**src/rtl/mem_arbiter.sv**
```systemverilog
// Two-port (instruction fetch / data) arbiter in front of a single-port synchronous memory.
// Data requests win by default; a burst counter lets a waiting fetch through after MAX_DATA_BURST data grants.
module mem_arbiter #(
    parameter int MAX_DATA_BURST = 4,
    parameter int MEM_DEPTH      = 256
) (
    input  logic        clk,
    input  logic        rst_n,
    input  logic        i_req,
    input  logic [31:0] i_addr,
    output logic        i_ack,
    output logic [31:0] i_rdata,
    output logic        i_err,
    input  logic        d_req,
    input  logic        d_we,
    input  logic [31:0] d_addr,
    input  logic [31:0] d_wdata,
    output logic        d_ack,
    output logic [31:0] d_rdata,
    output logic        d_err,
    output logic [31:0] mem_address,
    output logic [31:0] mem_data_in,
    output logic        MemRd,
    output logic        MemWr,
    output logic        MemEnable,
    input  logic [31:0] mem_data_out,
    output logic        busy
);

    localparam int              CNT_W     = (MAX_DATA_BURST < 1) ? 1 : $clog2(MAX_DATA_BURST + 1);
    localparam logic [CNT_W-1:0] BURST_MAX = CNT_W'(MAX_DATA_BURST);
    localparam logic [CNT_W-1:0] CNT_ONE   = CNT_W'(1);
    localparam logic [31:0]     DEPTH     = 32'(MEM_DEPTH);

    typedef enum logic [1:0] {
        IDLE   = 2'd0,
        ACCESS = 2'd1,
        RESP   = 2'd2
    } state_t;

    state_t           state_r;
    logic             winner_d_r;
    logic             we_r;
    logic [CNT_W-1:0] burst_cnt_r;

    logic        i_elig_s;
    logic        d_elig_s;
    logic        open_s;
    logic        grant_i_s;
    logic        grant_d_s;
    logic        grant_we_s;
    logic [31:0] grant_addr_s;
    logic        in_range_s;

    // Arbitration; no grant is made in a cycle where either ack is still high.
    always_comb begin
        i_elig_s     = i_req && !i_ack;
        d_elig_s     = d_req && !d_ack;
        open_s       = (state_r == IDLE) && !i_ack && !d_ack;
        grant_i_s    = 1'b0;
        grant_d_s    = 1'b0;
        if (!open_s) begin
            grant_i_s = 1'b0;
            grant_d_s = 1'b0;
        end else if (i_elig_s && (!d_elig_s || (burst_cnt_r == BURST_MAX))) begin
            grant_i_s = 1'b1;
        end else if (d_elig_s) begin
            grant_d_s = 1'b1;
        end else begin
            grant_i_s = 1'b0;
            grant_d_s = 1'b0;
        end
        grant_addr_s = grant_d_s ? d_addr : i_addr;
        grant_we_s   = grant_d_s && d_we;
        in_range_s   = (grant_addr_s < DEPTH);
    end

    // Burst counter tracking consecutive data grants while a fetch is pending.
    always_ff @(posedge clk or negedge rst_n) begin
        if (!rst_n) begin
            burst_cnt_r <= '0;
        end else if (!i_req || grant_i_s) begin
            burst_cnt_r <= '0;
        end else if (grant_d_s && (burst_cnt_r < BURST_MAX)) begin
            burst_cnt_r <= burst_cnt_r + CNT_ONE;
        end else begin
            burst_cnt_r <= burst_cnt_r;
        end
    end

    // Main FSM with registered memory strobes, acks, errors and read data.
    always_ff @(posedge clk or negedge rst_n) begin
        if (!rst_n) begin
            state_r     <= IDLE;
            winner_d_r  <= 1'b0;
            we_r        <= 1'b0;
            busy        <= 1'b0;
            i_ack       <= 1'b0;
            d_ack       <= 1'b0;
            i_err       <= 1'b0;
            d_err       <= 1'b0;
            i_rdata     <= 32'd0;
            d_rdata     <= 32'd0;
            mem_address <= 32'd0;
            mem_data_in <= 32'd0;
            MemEnable   <= 1'b0;
            MemRd       <= 1'b0;
            MemWr       <= 1'b0;
        end else begin
            i_ack <= 1'b0;
            d_ack <= 1'b0;
            i_err <= 1'b0;
            d_err <= 1'b0;
            case (state_r)
                IDLE: begin
                    if ((grant_i_s || grant_d_s) && in_range_s) begin
                        winner_d_r  <= grant_d_s;
                        we_r        <= grant_we_s;
                        mem_address <= grant_addr_s;
                        mem_data_in <= grant_d_s ? d_wdata : 32'd0;
                        MemEnable   <= 1'b1;
                        MemRd       <= !grant_we_s;
                        MemWr       <= grant_we_s;
                        busy        <= 1'b1;
                        state_r     <= ACCESS;
                    end else if (grant_i_s || grant_d_s) begin
                        // Out-of-range: answer immediately with an error, memory untouched.
                        i_ack <= grant_i_s;
                        i_err <= grant_i_s;
                        d_ack <= grant_d_s;
                        d_err <= grant_d_s;
                    end else begin
                        state_r <= IDLE;
                    end
                end
                ACCESS: begin
                    MemEnable <= 1'b0;
                    MemRd     <= 1'b0;
                    MemWr     <= 1'b0;
                    state_r   <= RESP;
                end
                RESP: begin
                    if (winner_d_r) begin
                        d_ack <= 1'b1;
                        if (!we_r) begin
                            d_rdata <= mem_data_out;
                        end else begin
                            d_rdata <= d_rdata;
                        end
                    end else begin
                        i_ack   <= 1'b1;
                        i_rdata <= mem_data_out;
                    end
                    busy    <= 1'b0;
                    state_r <= IDLE;
                end
                default: begin
                    MemEnable <= 1'b0;
                    MemRd     <= 1'b0;
                    MemWr     <= 1'b0;
                    busy      <= 1'b0;
                    state_r   <= IDLE;
                end
            endcase
        end
    end

endmodule

```
**config.mk**
```make
export PLATFORM = sky130hd
export DESIGN_NAME = mem_arbiter
export DESIGN_NICKNAME = d
export VERILOG_FILES = /design/src/rtl/mem_arbiter.sv
export SDC_FILE = /design/constraint.sdc
export NUM_CORES = 1
export LEC_CHECK = 0
export ABC_AREA = 0
export BUFFER_PORTS_ARGS = -buffer_cell sky130_fd_sc_hd__buf_2
export CAP_MARGIN = 0
export CORE_MARGIN = 5
export CORE_UTILIZATION = 47
export CTS_CLUSTER_SIZE = 28
export DETAILED_ROUTE_END_ITERATION = 16
export GPL_ROUTABILITY_DRIVEN = 0
export GPL_TIMING_DRIVEN = 0
export HOLD_SLACK_MARGIN = 0.02
export PLACE_DENSITY = 0.8
export SLEW_MARGIN = 30
export SYNTH_ARGS = -nofsm -noshare
export SYNTH_HDL_FRONTEND = slang
export SYNTH_SLANG_ARGS = --single-unit
```
**constraint.sdc**
```tcl
create_clock -name clk -period 2.95 [get_ports clk]
set_input_delay 0.59 -clock clk [delete_from_list [all_inputs] [get_ports clk]]
set_output_delay 0.59 -clock clk [all_outputs]
set_load 0.05 [all_outputs]
```
==> reports/results.tsv, run 1 <==
metric	value	unit
status	finished, final reports clean	
Tmin final	2.40	ns
Max IR drop VDD	0.404	mV
Layout area overhead	36.9	%
first-pass GRT wire length	26100	um
clk_skew	0.00664	ns
yosys synthesis warning count	0	
Vert. Die Dim	123	um
# rows	41	
insertion delay to the later sink of the worst-skew pair	0.42	ns
final number of hold-violating endpoints	0	
CTS Hold Bufs	0	
crit path launch	burst_cnt_r[0]	
Multi-input gate area	0.00212	mm2
Final Instance Area	0.00820	mm2
worst slew pin tran	0.828	ns
clk root buf	clkbuf_16	
number of top-level pins	269	
vias per cell	5.13	
crit-path max FO	10	
final setup violation count	0	
Clock power frac	0.475	
startpoint class of the critical path	register	
Post-synth EDFFs	0	
Overall Global Routing Usage	0.222	
PnR worst setup slack	0.553	ns
sequential cell area	0.00358	mm2
share of cells above drive strength 1	0.509	
Synth Net Count	618	
slew margin rel.	0.444	
maxcap violations	0	
PostCTS Resize Cnt	0	
commonest register cell after synthesis	dfrtp_1	
flops & latches, synth	143	
Post-Route WL	16400	um
FF-to-FF Start	burst_cnt_r[0]	
vias post-DR	4904	
initial core utilization	0.477	
Ant. Diodes	0	
top cell type by total area after synthesis	dfrtp_1	
largest cells by area after synthesis	dfrtp_1 (60%), mux2_2 (14%), o221ai_1 (4.5%), nand3_1 (2.8%), and2_1 (2.6%)	
Num CTS Buffers	17	
vias in the first global route	5187	
Residual DRC	0	
Final ANT Viol Nets	0	
Combinational Power Share	0.091	
Reg clk slew, reported paths	0.06	ns
type of destination of the critical path	register	
Sequential Power Share	0.434	
Core Util, Final	0.653	
Pleak	4.53	nW
largest net degree at the start of global routing	75	
grt ovf	0	
TritonCTS Sinks	143	
dpl hpwl	12400	um
die width	123	um
# fillers	950	
initial antenna violation count	0	
TritonCTS clock tree	yes	
Longest Clk Path Bufs	2	
Synth top cells by count	dfrtp_1 (143), mux2_2 (76), inv_1 (39)	
fin. max-slew vios	0	
PwrDens	561	mW/mm2
WS Path Type	register to register	
Required @ worst endpoint	3.22	ns
Max Clk Rate	0.417	GHz
arrival time at the worst endpoint	2.66	ns
r2r setup slk	0.55	ns
Cell Area, Synth	0.00599	mm2
RSZ-0062 raised after global routing	no	
Cell Int Power	3.47	mW
most common cell in the netlist	dfrtp_1	
drt wl/cell	17.1	um
minimum setup slack after placement	0.376	ns
Synth cell types	44	
share of the synthesized area in the top cell type	0.597	
Hold Crit Class	input port to async pin	
post-synthesis sequential area ratio	0.597	
NetSw	1.13	mW
Nets	906	
FFs w/ async S/R, synth	1.00	
placed cell area	0.00758	mm2
post-CTS setup buffer count	0	
sw frac	0.245	
TritonRoute pass-1 iters	4	
Tcrit/Tclk final	0.813	
DIE AREA	0.0151	mm2
# H-tree levels	4	
setup_tns	0	ns
Initial DRC Count	278	
Post-Syn Area per Cell	12.4	um2
core area	0.0126	mm2
Port Buffers	268	
Mapped Cells	483	
overall power	4.60	mW
-- worst paths after layout --
path                                   to  cells after the start
setup / recovery           mem_data_in[4]                      9
hold / removal             mem_data_in[8]                      1
setup reg to reg           mem_data_in[4]                      9
hold reg to reg            mem_address[5]                      1
max in group asynchronous     d_rdata[30]                      2
min in group clk               d_rdata[6]                      2
-- registers in the layout, summed over array words and instances, names as in the netlist, 2 cells and up --
signal / flops
burst_cnt_r: 3
mem_data_in: 32
i_rdata: 32
state_r: 2
d_rdata: 32
mem_address: 32
-- metrics by stage --
step / cells / hold WS [ns]
floorplan: 483 / 0.294
global placement: 923 / 0.465
detailed placement: 924 / 0.466
CTS: 956 / 0.126
global route: 956 / 0.139
finish: 956 / 0.118
-- critical path: stages (launching register included) --
cell and delay [ns]:
dfrtp_1 0.40, inv_1 0.07, ha_1 0.14, nand2_1 0.06
a311o_1 0.36, buf_6 0.15, mux2_4 0.34, a211oi_4 0.38
buf_6 0.20, o221ai_1 0.13
-- final cells by class --
cell class                 count  area share
buffer                        29      0.0178
clock buffer                  20      0.0569
clock inverter                12      0.0180
inverter                      40      0.0186
multi-input combinational    271       0.258
sequential                   143       0.436
tap                          172      0.0262
timing repair buffer         269       0.168
-- layer usage --
metal  GRT usage  vias to the layer above  routed length (um)
li1            -                     2295                   -
met1       0.266                     2390                6450
met2       0.370                      197                8170
met3      0.0791                       22                1510
met4      0.0784                        0                 240
met5           0                        -                   0
-- kinds of logic after synthesis --
family,after synthesis,share of synthesized area
and+or+nand+nor,133,0.119
AOI/OAI and AO/OA,54,0.0754
DFF,143,0.597
buffers and inverters,69,0.0499
muxes,82,0.155
adders and majority gates,2,0.00418
-- power by group through the flow --
stage	clock network, mW	registers, mW	logic [mW]
2_1_floorplan	0	2.09	0.165
3_3_place_gp	0	2.03	0.397
3_5_place_dp	0	2.03	0.420
4_1_cts	2.22	2.00	0.421
5_1_grt	2.32	2.00	0.463
6_report	2.18	2.00	0.418
-- layout by cell type (no fill, tap or decap), types with 2 or more instances in the layout --
master / instances
o31ai_1: 2
buf_2: 273
nor3_1: 4
nand3_1: 34
inv_1: 39
nand2_1: 37
and3_1: 2
clkbuf_1: 18
or2_2: 3
clkinv_4: 6
o221ai_1: 31
ha_1: 2
mux2_2: 76
or3_1: 3
and2_1: 25
clkbuf_16: 17
nand3b_1: 2
mux2_1: 4
nor4_1: 10
clkbuf_8: 3
dfrtp_1: 143
buf_6: 4
bufinv_16: 2
a211o_1: 2
nand4_1: 2
o21ai_0: 5
nor2_1: 4
inv_6: 4
a21oi_1: 5
(Power assumes the default switching activity.)
==> run 2, diff against run 1 <==
--- a/config.mk
+++ b/config.mk
@@ -9,13 +9,13 @@
 export BUFFER_PORTS_ARGS = -buffer_cell sky130_fd_sc_hd__buf_2
 export CAP_MARGIN = 0
 export CORE_MARGIN = 5
-export CORE_UTILIZATION = 47
+export CORE_UTILIZATION = 43
 export CTS_CLUSTER_SIZE = 28
 export DETAILED_ROUTE_END_ITERATION = 16
 export GPL_ROUTABILITY_DRIVEN = 0
 export GPL_TIMING_DRIVEN = 0
 export HOLD_SLACK_MARGIN = 0.02
-export PLACE_DENSITY = 0.8
+export PLACE_DENSITY = 0.77
 export SLEW_MARGIN = 30
 export SYNTH_ARGS = -nofsm -noshare
 export SYNTH_HDL_FRONTEND = slang
==> constraint.sdc (replaced) <==
create_clock -name clk -period 2.1 [get_ports clk]
set_input_delay 0.42 -clock clk [delete_from_list [all_inputs] [get_ports clk]]
set_output_delay 0.42 -clock clk [all_outputs]
set_load 0.05 [all_outputs]
==> run 2 against run 1 <==
Effect of this change:
- setup slack got worse by 0.66 ns
- first-iteration DRC count decreased by 31%
- routed wire length about the same
- core utilization decreased by 3.1 points
- combinational power increased by 54%
- the run now ends with setup timing left
- cell count increased by 2.7%
- global-route usage decreased by 2.0 points
- fmax increased by 8.5%
- sequential share of layout area decreased by 1.8 points
- register-to-register slack got worse by 0.66 ns
==> reports/results.tsv, run 2 (synthesis gave the netlist of run 1 again) <==
metric	value	unit	change
status	finished, violations left		was finished, final reports clean
failing checks	setup timing		
clk_skew	0.00738	ns	was 0.00664 ns
crit-path cells	inv_1 -> ha_1 -> nand2_1 -> a311o_1 -> buf_6 -> mux2_4 -> buf_6 -> a211o_1 -> a221o_1		was inv_1 -> ha_1 -> nand2_1 -> a311o_1 -> buf_6 -> mux2_4 -> a211oi_4 -> buf_6 -> o221ai_1
Required @ worst endpoint	2.40	ns	was 3.22 ns
vias per cell	5.05		was 5.13
initial antenna violation count	0		unchanged
grt ovf	0		unchanged
core area	0.0138	mm2	was 0.0126 mm2
Residual DRC	0		unchanged
Pleak	4.68	nW	was 4.53 nW
Longest Clk Path Bufs	2		unchanged
Port Buffers	268		unchanged
final number of hold-violating endpoints	0		unchanged
PwrDens	761	mW/mm2	was 561 mW/mm2
Layout area overhead	42.9	%	was 36.9%
worst slew pin tran	0.621	ns	was 0.828 ns
Core Util, Final	0.622		was 0.653
RSZ-0062 raised after global routing	yes		was no
Max Clk Rate	0.453	GHz	was 0.417 GHz
# H-tree levels	4		unchanged
Reg clk slew, reported paths	0.06	ns	about the same
WS Path Type	register to register		unchanged
Nets	924		was 906
r2r setup slk	-0.11	ns	was 0.55 ns
number of top-level pins	269		unchanged
initial core utilization	0.435		was 0.477
Tmin final	2.21	ns	was 2.40 ns
type of destination of the critical path	register		unchanged
vias in the first global route	5206		was 5187
vias post-DR	4958		was 4904
final setup violation count	43		was 0
Tcrit/Tclk final	1.05		was 0.813
crit-path max FO	7		was 10
Overall Global Routing Usage	0.202		was 0.222
slowest CP cell	dfrtp_1		unchanged
drt wl/cell	16.7	um	was 17.1 um
first-pass GRT wire length	26300	um	was 26100 um
Initial DRC Count	192		was 278
DIE AREA	0.0164	mm2	was 0.0151 mm2
Largest stage delay, worst path	0.37	ns	was 0.40 ns
Crit path buffers/inverters	3		unchanged
TritonCTS clock tree	yes		unchanged
TritonCTS Sinks	143		unchanged
Num CTS Buffers	17		unchanged
Ant. Diodes	0		unchanged
Final Instance Area	0.00856	mm2	was 0.00820 mm2
# fillers	1130		was 950
# rows	43		was 41
share of cells above drive strength 1	0.557		was 0.509
final std cells w/o fill	982		was 956
dpl hpwl	12000	um	was 12400 um
minimum setup slack after placement	-0.308	ns	was 0.376 ns
delay-heaviest family, CP	compound AO/OA/AOI/OAI gates		unchanged
commonest non-fill, non-tap cell in the layout	buf_2		unchanged
Vert. Die Dim	128	um	was 123 um
PnR worst setup slack	-0.109	ns	was 0.553 ns
TritonRoute pass-1 iters	4		unchanged
Max IR drop VDD	0.541	mV	was 0.404 mV
most frequent cells in the layout	buf_2 (271), dfrtp_1 (141), mux2_2 (76), inv_1 (39), nand2_1 (37)		was buf_2 (273), dfrtp_1 (143), mux2_2 (76), inv_1 (39), nand2_1 (37)
startpoint class of the critical path	register		unchanged
Final ANT Viol Nets	0		unchanged
fin. max-slew vios	0		unchanged
maxcap violations	0		unchanged
cell total after placement	932		was 924
die width	128	um	was 123 um
insertion delay to the later sink of the worst-skew pair	0.42	ns	about the same
largest net degree at the start of global routing	87		was 75
placed cell area	0.00761	mm2	was 0.00758 mm2
arrival time at the worst endpoint	2.51	ns	was 2.66 ns
clk root buf	clkbuf_16		unchanged
Hold Crit Class	input port to register		was input port to async pin
slew margin rel.	0.586		was 0.444
crit-path most repeated cell	buf_6		unchanged
Post-Route WL	16400	um	about the same
run 2: cell count changes in the layout (fill, tap and decap cells not counted), sizes merged:
cell / before / now
inv: 44 / 42
buf: 280 / 296
dlygate4sd3: 0 / 1
clkinv: 6 / 5
clkbuf: 38 / 37
bufinv: 2 / 3
clkinvlp: 0 / 4
run 2: worst register-to-register path: cells and delay by family, from the launching register on:
kind                       cells  cell delay, ns
AOI/OAI and AO/OA              3            0.85
DFF                            1            0.37
buffers and inverters          3            0.33
muxes                          1            0.33
adders and majority gates      1            0.14
and+or+nand+nor                1            0.06
run 2: layout make-up:
class / instances / area (um2) / area share
clock buffers: 19 / 443 / 0.0517
repair buffers: 287 / 1580 / 0.184
inverters: 40 / 153 / 0.0178
plain buffers: 28 / 186 / 0.0218
well taps: 180 / 225 / 0.0263
multi-input cells: 271 / 2220 / 0.260
repair inverters: 1 / 7.51 / 0.000877
clock inverters: 13 / 163 / 0.0190
flip-flops and latches: 143 / 3580 / 0.418
run 2: per-layer routing:
| metal | GRT usage | share of wire | vias up |
|---|---|---|---|
| li1 | - | - | 2328 |
| met3 | 0.0767 | 0.090 | 27 |
| met4 | 0.0649 | 0.016 | 0 |
| met1 | 0.245 | 0.39 | 2432 |
| met2 | 0.333 | 0.50 | 171 |
| met5 | 0 | 0 | - |
run 2: metrics by stage:
stage	hold slack (ns)	total power [mW]	setup TNS (ns)
3_5_place_dp	0.374	3.44	-22.80
3_3_place_gp	0.461	3.43	-234.00
6_report	0.245	6.51	-2.55
2_1_floorplan	0.124	3.17	0
5_1_grt	0.233	6.76	-8.51
4_1_cts	0.228	6.54	-3.19
run 2: final timing paths:
check / start / depth (start not counted) / to
worst max register to register: burst_cnt_r[0] / 9 / MemWr
max in group asynchronous: rst_n / 3 / mem_data_in[19]
min in group asynchronous: rst_n / 2 / d_rdata[3]
worst max-delay path: burst_cnt_r[0] / 9 / MemWr
worst min register to register: mem_address[5] / 1 / mem_address[5]
worst min-delay path: mem_data_out[6] / 2 / i_rdata[6]
run 2: timing repair:
| action | CTS | global route |
|---|---|---|
| gates resized for setup | 28 | 20 |
| hold endpoints to repair | 57 | 0 |
| buffers inserted | 11 | 3 |
| setup endpoints to repair | 101 | 90 |
| cloned | 2 | 2 |
| pin swaps | 6 | 3 |
| hold buffers | 1 | 0 |
run 2: power breakdown:
part	internal [mW]	leakage, nW	total [mW]	switching [mW]
Clock	1.90	0.290	3.06	1.16
Sequential	2.78	1.82	2.81	0.0219
Combinational	0.268	2.58	0.644	0.377
==> run 3, diff against run 2 <==
--- a/config.mk
+++ b/config.mk
@@ -5,7 +5,7 @@
 export SDC_FILE = /design/constraint.sdc
 export NUM_CORES = 1
 export LEC_CHECK = 0
-export ABC_AREA = 0
+export ABC_AREA = 1
 export BUFFER_PORTS_ARGS = -buffer_cell sky130_fd_sc_hd__buf_2
 export CAP_MARGIN = 0
 export CORE_MARGIN = 5
==> run 3 against run 2 <==
Effect of this change:
- the run still ends with setup timing left
- total power is 9.6% higher
- via count is 21% higher
- register-to-register slack worse by 0.27 ns
- synthesized cell count is 46% higher
==> reports/results.tsv, run 3 <==
metric	value	unit	change
yosys synthesis warning count	0		unchanged
PwrDens	777	mW/mm2	was 761 mW/mm2
clk_skew	0.0101	ns	was 0.00738 ns
most common cell in the netlist	nand2_1		was dfrtp_1
top cell type by total area after synthesis	dfrtp_1		unchanged
Port Buffers	268		unchanged
Layout area overhead	51.8	%	was 42.9%
minimum setup slack after placement	-0.452	ns	was -0.308 ns
Hold WS	0.192	ns	was 0.245 ns
largest cells by area after synthesis	dfrtp_1 (59%), nand2_1 (16%), o21ai_0 (6.1%), inv_1 (5.4%), nor2_1 (3.2%)		was dfrtp_1 (60%), mux2_2 (14%), o221ai_1 (4.5%), nand3_1 (2.8%), and2_1 (2.6%)
Max IR drop VDD	0.466	mV	was 0.541 mV
setup_tns	-22.91	ns	was -2.55 ns
final setup violation count	75		was 43
insertion delay to the later sink of the worst-skew pair	0.42	ns	about the same
failing checks	setup timing		unchanged
vias in the first global route	5897		was 5206
Post-Syn Area per Cell	8.60	um2	was 12.4 um2
Mapped Cells	704		was 483
Cell Area, Synth	0.00605	mm2	was 0.00599 mm2
status	finished, violations left		unchanged
met1 usage	0.259		was 0.245
Reg clk slew, reported paths	0.06	ns	about the same
first-pass GRT wire length	28400	um	was 26300 um
drt wl/cell	15.2	um	was 16.7 um
arrival time at the worst endpoint	2.84	ns	was 2.51 ns
Vert. Die Dim	129	um	was 128 um
most frequent cells in the layout	buf_2 (268), nand2_1 (221), dfrtp_1 (141), inv_1 (82), o21ai_0 (66)		was buf_2 (271), dfrtp_1 (141), mux2_2 (76), inv_1 (39), nand2_1 (37)
Synth cell types	29		was 44
vias per cell	4.83		was 5.05
Max Clk Rate	0.403	GHz	was 0.453 GHz
met3 Track Usage GR	0.0635		was 0.0767
commonest register cell after synthesis	dfrtp_1		unchanged
maxcap violations	0		unchanged
Overall Global Routing Usage	0.216		was 0.202
final number of hold-violating endpoints	0		unchanged
# rows	43		unchanged
worst slew pin tran	0.657	ns	was 0.621 ns
clk root buf	clkbuf_16		unchanged
initial core utilization	0.438		was 0.435
crit-path max FO	6		was 7
Tcrit/Tclk final	1.18		was 1.05
Synth top cells by count	nand2_1 (255), dfrtp_1 (143), inv_1 (87)		was dfrtp_1 (143), mux2_2 (76), inv_1 (39)
Required @ worst endpoint	2.45	ns	was 2.40 ns
grt ovf	0		unchanged
Ant. Diodes	0		unchanged
Longest Clk Path Bufs	2		unchanged
share of cells above drive strength 1	0.413		was 0.557
Post-Route WL	18800	um	was 16400 um
Top Usage Layer GRT	met2		unchanged
fin. max-slew vios	0		unchanged
number of top-level pins	269		unchanged
Post-synth EDFFs	0		unchanged
# H-tree levels	4		unchanged
GR Util met2	0.374		was 0.333
Nets	1180		was 924
flops & latches, synth	143		unchanged
dpl hpwl	12900	um	was 12000 um
post-synthesis sequential area ratio	0.591		was 0.597
Num CTS Buffers	17		unchanged
RSZ-0062 raised after global routing	yes		unchanged
die width	129	um	was 128 um
type of destination of the critical path	register		unchanged
TritonRoute pass-1 iters	5		was 4
DIE AREA	0.0166	mm2	was 0.0164 mm2
overall power	7.14	mW	was 6.51 mW
Residual DRC	0		unchanged
initial antenna violation count	0		unchanged
Initial DRC Count	344		was 192
vias post-DR	5979		was 4958
largest net degree at the start of global routing	87		unchanged
Tmin final	2.48	ns	was 2.21 ns
Final ANT Viol Nets	0		unchanged
WS Path Type	register to register		unchanged
commonest non-fill, non-tap cell in the layout	buf_2		unchanged
FFs w/ async S/R, synth	1.00		unchanged
Pleak	5.18	nW	was 4.68 nW
slew margin rel.	0.562		was 0.586
TritonCTS Sinks	143		unchanged
share of the synthesized area in the top cell type	0.591		was 0.597
core area	0.0138	mm2	about the same
startpoint class of the critical path	register		unchanged
PnR worst setup slack	-0.380	ns	was -0.109 ns
Synth Net Count	839		was 618
Hold Crit Class	input port to register		unchanged
TritonCTS clock tree	yes		unchanged
run 3: cell type report:
cell class	instances	area, um2
fill	1131	4630
sequential	143	3580
multi-input combinational	444	2210
timing repair buffer	323	1930
clock buffer	18	439
inverter	88	339
clock inverter	14	251
tap	180	225
buffer	28	215
run 3: cells by family after synthesis:
| group | count (synthesis) | synth area share |
|---|---|---|
| buffers and inverters | 117 | 0.0822 |
| AOI/OAI and AO/OA | 79 | 0.0663 |
| xor gates and xnor gates | 1 | 0.00145 |
| muxes | 8 | 0.0132 |
| and+or+nand+nor | 354 | 0.242 |
| adders and majority gates | 2 | 0.00413 |
| DFF | 143 | 0.591 |
run 3: worst max-delay path: stages, from the launching register on:
cell	delay, ns
dfrtp_1	0.36
inv_2	0.06
ha_4	0.16
nand2_4	0.05
nand3_4	0.07
nand2_4	0.11
buf_6	0.15
buf_12	0.11
nand3b_1	0.09
nand2_2	0.14
nand2_1	0.11
nor2_1	0.10
nand2_1	0.10
nor2_2	0.14
nand2_4	0.09
nor2_8	0.16
buf_12	0.13
buf_12	0.10
buf_8	0.10
nand2_1	0.05
nand2_1	0.05
run 3: metrics by stage:
step            util  instance area, um2  std cells
3_3_place_gp   0.554                7660       1152
5_1_grt        0.665                9190       1238
3_5_place_dp   0.557                7700       1153
4_1_cts        0.643                8900       1224
2_1_floorplan      -                6090        704
6_report       0.665                9190       1238
run 3: what timing repair did:
action / CTS / global route
hold endpoints to repair: 57 / 0
setup buffers: 33 / 15
cloned: 5 / 0
pin swaps: 21 / 26
endpoints found under the setup margin: 74 / 75
gates resized for setup: 52 / 52
hold buffers: 1 / 0
run 3: power by group:
part / total [mW] / internal, mW / switching [mW]
sequential: 2.78 / 2.77 / 0.0105
clock: 3.50 / 2.29 / 1.21
combinational: 0.858 / 0.378 / 0.480
run 3: routing by layer:
metal / routed length (um) / vias to the layer above
li1: - / 2851
met1: 7110 / 2831
met2: 9630 / 247
met3: 1530 / 50
met4: 564 / 0
met5: 0 / -
run 3: path summary, 6_finish.rpt:
check                           cells past startpoint      startpoint         endpoint  slack (ns)
max in group asynchronous                           3           rst_n  mem_data_in[25]        0.83
worst min-delay path                                3     d_wdata[21]  mem_data_in[21]        0.19
worst max-delay path                               20  burst_cnt_r[1]  mem_data_in[10]       -0.38
worst min register to register                      2  mem_data_in[3]   mem_data_in[3]        0.47
min in group asynchronous                           2           rst_n       i_rdata[9]        0.52
worst max register to register                     20  burst_cnt_r[1]  mem_data_in[10]       -0.38
